==> config.mk <==
export PLATFORM = sky130hd
export DESIGN_NAME = top_adder_display
export DESIGN_NICKNAME = d
export VERILOG_FILES = /design/src/rtl/seg7_pkg.sv /design/src/rtl/hex_to_7seg.sv /design/src/rtl/top_adder_display.sv
export SDC_FILE = /design/constraint.sdc
export NUM_CORES = 1
export LEC_CHECK = 0
export CAP_MARGIN = 20
export CORE_UTILIZATION = 40
export DETAILED_ROUTE_END_ITERATION = 6
export PLACE_DENSITY = 0.83
export SYNTH_ARGS = -nofsm -noshare
export SYNTH_HDL_FRONTEND = slang
export SYNTH_HIERARCHICAL = 1
export SYNTH_SLANG_ARGS = --single-unit
==> constraint.sdc <==
create_clock -name clk -period 3.15 [get_ports clk]
set_input_delay 0.7875 -clock clk [delete_from_list [all_inputs] [get_ports clk]]
set_output_delay 0.7875 -clock clk [all_outputs]
set_load 0.03 [all_outputs]
==> src/rtl/seg7_pkg.sv <==
// Seven-segment glyph constants (active-low, bit 0 = segment a) shared by the adder display.
package seg7_pkg;

  localparam int SEG_A = 0;
  localparam int SEG_B = 1;
  localparam int SEG_C = 2;
  localparam int SEG_D = 3;
  localparam int SEG_E = 4;
  localparam int SEG_F = 5;
  localparam int SEG_G = 6;
  localparam int SEG_W = SEG_G + 1;

  localparam logic [SEG_W-1:0] SEG_0     = 7'h40;
  localparam logic [SEG_W-1:0] SEG_1     = 7'h79;
  localparam logic [SEG_W-1:0] SEG_2     = 7'h24;
  localparam logic [SEG_W-1:0] SEG_3     = 7'h30;
  localparam logic [SEG_W-1:0] SEG_4     = 7'h19;
  localparam logic [SEG_W-1:0] SEG_5     = 7'h12;
  localparam logic [SEG_W-1:0] SEG_6     = 7'h02;
  localparam logic [SEG_W-1:0] SEG_7     = 7'h78;
  localparam logic [SEG_W-1:0] SEG_8     = 7'h00;
  localparam logic [SEG_W-1:0] SEG_9     = 7'h10;
  localparam logic [SEG_W-1:0] SEG_HA    = 7'h08;
  localparam logic [SEG_W-1:0] SEG_HB    = 7'h03;
  localparam logic [SEG_W-1:0] SEG_HC    = 7'h46;
  localparam logic [SEG_W-1:0] SEG_HD    = 7'h21;
  localparam logic [SEG_W-1:0] SEG_HE    = 7'h06;
  localparam logic [SEG_W-1:0] SEG_HF    = 7'h0E;
  localparam logic [SEG_W-1:0] SEG_BLANK = 7'h7F;

  // True when the given segment is lit in an active-low glyph.
  function automatic logic seg_lit(input logic [SEG_W-1:0] glyph, input int idx);
    return ~glyph[idx];
  endfunction

endpackage

==> src/rtl/hex_to_7seg.sv <==
// Combinational 4-bit to active-low seven-segment hex decoder (glyphs 0-9, A, b, C, d, E, F).
// Zero latency, no handshake.
module hex_to_7seg
  import seg7_pkg::*;
(
  input  logic [3:0]       value,
  output logic [SEG_W-1:0] seg
);

  always_comb begin
    seg = SEG_BLANK;
    case (value)
      4'h0: seg = SEG_0;
      4'h1: seg = SEG_1;
      4'h2: seg = SEG_2;
      4'h3: seg = SEG_3;
      4'h4: seg = SEG_4;
      4'h5: seg = SEG_5;
      4'h6: seg = SEG_6;
      4'h7: seg = SEG_7;
      4'h8: seg = SEG_8;
      4'h9: seg = SEG_9;
      4'hA: seg = SEG_HA;
      4'hB: seg = SEG_HB;
      4'hC: seg = SEG_HC;
      4'hD: seg = SEG_HD;
      4'hE: seg = SEG_HE;
      4'hF: seg = SEG_HF;
      default: seg = SEG_BLANK;
    endcase
  end

endmodule

==> src/rtl/top_adder_display.sv <==
// 4-bit adder (A + B + cin) shown as one hex digit, carry-out on Overflow.
// Outputs registered: 1-cycle latency, no handshake; outputs hold while inputs are static.
module top_adder_display
  import seg7_pkg::*;
(
  input  logic             clk,
  input  logic             rst,
  input  logic [3:0]       A,
  input  logic [3:0]       B,
  input  logic             cin,
  output logic [SEG_W-1:0] D,
  output logic             Overflow
);

  logic [4:0]       sum;
  logic [SEG_W-1:0] glyph;

  // Widen before adding so the carry survives into sum[4].
  assign sum = {1'b0, A} + {1'b0, B} + {4'b0000, cin};

  hex_to_7seg u_dec (
    .value (sum[3:0]),
    .seg   (glyph)
  );

  always_ff @(posedge clk) begin
    if (rst) begin
      D        <= SEG_BLANK;
      Overflow <= 1'b0;
    end else begin
      D        <= glyph;
      Overflow <= sum[4];
    end
  end

endmodule

After elaboration in Yosys (flattened, before gate mapping):

Memory sizes are Yosys's and may differ from the RTL's. A register that Yosys moved wholly into a read port is not among the register bits.
Index checks and enable logic that the tools add are counted.
Widths: inputs -> output; s select.

* memory bits (writable): 0
* bits in registers: 1
* ROM bits: 112
* memories kept: 1
* bits in latches: 0
* bits of input ports: 11
* output and inout bits: 8

Memory list
* (name not given): words 16, width 7, read ports 1, clocked after Yosys merged registers in 1, wr ports 0, RTL line hex_to_7seg.sv:12 `case (value)`

* divide/modulo/power cells: 0
* shift-type cells: 0
* $add $sub $neg: 2
* $mul: 0
* muxes and demuxes: 0
* magnitude comparators: 0
* reduce and logical (&&, ||, !) cells: 0
* equal/unequal tests: 0
* bitwise logic cells: 0

Operators by type and width (number)
* $add 4x4->5: 1
* $add 5x1->5: 1

Logic depth before layout (Yosys ltp):

* depth after elaboration: 2
* mapped depth: 10
* gate-level depth less buffers: 10

Cells and area by module:

The synthesis kept the hierarchy.

By module, submodules not included
* top_adder_display: area an instance 350.3 um2, seq. area each 160.2 um2, cells an instance 32, instances 1
* hex_to_7seg: area an instance 275.3 um2, seq. area each 0.0 um2, cells an instance 32, instances 1

Least setup slack after synthesis:

No wires, ideal clock.

* path kind: input -> register
* from: input A[0]
* to: register D[3]
* library setup time: 0.123 ns
* data arrival time: 2.923 ns
* stages: 9
* path buffers: 0
* required time: 3.027 ns
* path slack: 0.103 ns
* cells stage by stage: fa_1 -> inv_1 -> fa_1 -> inv_1 -> inv_1 -> ha_1 -> inv_1 -> mux4_1 -> or2_2

* longest elaborated chain between the ends: 2

Ends and longest elaborated chain
* from (decl): RTL line top_adder_display.sv:8 `input logic [3:0] A,`
* $add 4x4->5: RTL line top_adder_display.sv:19 `assign sum = {1'b0, A} + {1'b0, B} + {4'b0000, cin};`
* $add 5x1->5: RTL line top_adder_display.sv:19
* via sum[1]: RTL line top_adder_display.sv:15 `logic [4:0] sum;`
* to (decl): RTL line top_adder_display.sv:11 `output logic [SEG_W-1:0] D,`

The timed path passes the listed nets, and every way through them passes these cells.
A chain may end at the register's enable or synchronous reset.

Final worst setup path:

Ends and elaborated chain as after synthesis.

==> results.json <==
{
  "routabilityCongestion": 0.791,
  "crit_path_end": "D[3]$_SDFF_PP1_",
  "endpoint_kind": "flop",
  "post_synth.cell_area_avg_um2": 9.78,
  "cp-startpoint": "A[0]",
  "final_util_pct": 66.1,
  "drc": 0,
  "tightest_slew_ns": 0.530,
  "synthArstFlopShare_pct": 0,
  "synth.top_cells.by_area": "dfxtp_1 (26%), ha_1 (20%), or2_2 (7.0%)",
  "cts_hold_buf": 0,
  "grt_pass1_vias": 535,
  "clock_path_buffers": 2,
  "fp.dieH_um": 41.5,
  "outcome": "finished, final reports clean",
  "clkSinkCount": 8,
  "gr-total-overflow": 0,
  "core-area_mm2": 0.00138,
  "grt_usage_pct": 14.4,
  "vias_per_cell": 4.96,
  "cellPowerDensity_mw_per_mm2": 511,
  "ioPinCount": 19,
  "yosysTopAreaCellShare_pct": 25.6,
  "synthCells": 64,
  "yosysWarnings": 6,
  "fillers": 113,
  "cap_violations": 0,
  "start_util_pct": 45.2,
  "num_rows": 13,
  "synth_area_um2": 626,
  "cp_data_required_time_ns": 3.28,
  "critPathLaunchType": "input port",
  "hold_slack_ns": 1.24,
  "min_period_ns": 2.95,
  "via_count": 531,
  "leakagePower_nw": 0.448,
  "yosys.area.top_type": "dfxtp_1",
  "grt_max_degree": 9,
  "cts_tree": "done",
  "io_buffers": 18,
  "areaGrowthSynthToFinish_pct": 46.0,
  "clkTransAtPathRegs_ns": 0.05,
  "timing.final.crit_share_pct": 93.6,
  "layout-drive-gt1-share_pct": 28.3,
  "grt_antenna_before_repair": 0,
  "hold_viol_final": 0,
  "synthFlopType": "dfxtp_1",
  "numCtsBuffers": 3,
  "root_buffer": "clkbuf_4",
  "rsz0062_at_grt": "no",
  "path_max_fanout": 4,
  "slew_headroom_pct": 64.4,
  "ys_seq_area_share_pct": 25.6,
  "drt_iter0_markers": 2,
  "synth_cell_type_count": 22,
  "synth-seq-cells": 8,
  "synth_edf_count": 0,
  "fmax_ghz": 0.339,
  "antenna_left": 0,
  "arrival_ns": 3.08,
  "synthTopCellsByCount": "ha_1 (10), dfxtp_1 (8), inv_1 (8)",
  "wl_per_cell_um": 10.7,
  "detailed_place_hpwl_um": 1050,
  "crit_type": "in2reg",
  "finalNetCount": 117,
  "grt_pass1_wl_um": 1970,
  "htree_levels": 1,
  "slew_viol_final": 0,
  "synth_fp_nets": 87,
  "fp.dieW_um": 41.5,
  "synth_most_common_cell": "ha_1",
  "hold_path_class": "in2reg",
  "die_area_mm2": 0.00173,
  "cts_setup_buffers": 0,
  "diodes": 0,
  "wirelength_um": 1140,
  "ir_drop_uv": 208,
  "setup_violations": 0,
  "firstDrtPassIters": 4,
  "min_from": "rst",
  "power_mw": 0.467
}
routing by layer:
layer / share of wire (%) / up-vias / wire length (µm) / global-route usage, %
met3: 6.7 / 0 / 77 / 2.61
met1: 32 / 239 / 363 / 11.9
met4: 0 / 0 / 0 / 7.74
met2: 61 / 25 / 702 / 30.3
li1: - / 267 / - / -
met5: 0 / - / 0 / 0
area by class of cell:
cell class              count  area [µm²]  area share, %
repair buffers             27         248           27.1
flip-flops and latches      8         160           17.5
multi-input cells          46         434           47.5
well taps                  15        18.8           2.05
clock buffers               3        22.5           2.47
inverters                   8        30.0           3.29
worst min-delay path by stage:
stage          cells past startpoint  slack, ns                  end
6_report                           2       1.24  Overflow$_SDFF_PP0_
4_1_cts                            2       1.24  Overflow$_SDFF_PP0_
3_3_place_gp                       2       1.48  Overflow$_SDFF_PP0_
3_5_place_dp                       2       1.49  Overflow$_SDFF_PP0_
5_1_grt                            2       1.28  Overflow$_SDFF_PP0_
2_1_floorplan                      1       0.86  Overflow$_SDFF_PP0_
power by group:
part | internal [mW] | switching, mW | total, mW
combinational | 0.140 | 0.130 | 0.270
sequential | 0.121 | 0.00404 | 0.125
clock | 0.0432 | 0.0284 | 0.0716
total | 0.304 | 0.163 | 0.467
kinds of logic (layout without fill, tap and decap cells):
group	count (synthesis)	after routing	share of synthesized area (%)
compound gates	10	10	11.0
mux	6	6	12.4
flops	8	8	25.6
buf+inv	10	38	7.40
fa+ha+maj	12	12	26.4
simple gates	16	16	14.4
xor+xnor	2	2	2.80
critical path, cell delays in order:
cell	delay, ns
dlygate4sd2_1	0.26
fa_2	0.38
inv_1	0.07
fa_1	0.42
inv_2	0.07
inv_2	0.06
ha_4	0.26
inv_1	0.04
mux4_1	0.45
or2_2	0.27
state kept, by name (all words and copies together) (netlist names):
| name | flops |
|---|---|
| D | 7 |
| Overflow | 1 |
stage by stage:
stage / TNS [ns] / instance area, µm² / setup slack, ns / cells
after floorplan: 0 / 626 / 0.103 / 64
after global placement: -0.748 / 876 / -0.276 / 104
after detailed placement: -1.29 / 876 / -0.359 / 104
after CTS: 0 / 898 / 0.0213 / 107
after global routing: 0 / 913 / 0.123 / 107
final: 0 / 913 / 0.200 / 107
what timing repair did:
action,CTS,global route
endpoints found under the setup margin,2,2
pin swaps,0,0
resized for setup,3,4
placed cells by master (no fill, tap or decap), types with 2 or more instances in the layout:
cell,netlist,routed
clkdlybuf4s50_1,0,15
ha_1,10,9
buf_4,0,9
dfxtp_1,8,8
or2_2,7,7
inv_1,8,6
nor2_1,5,5
mux2i_1,4,4
o21ai_0,3,3
clkbuf_4,0,3
inv_2,0,2
xnor2_1,2,2
a21oi_1,2,2
dlygate4sd2_1,0,2
a22o_1,2,2
No activity file was read; power rests on OpenSTA's default activity.
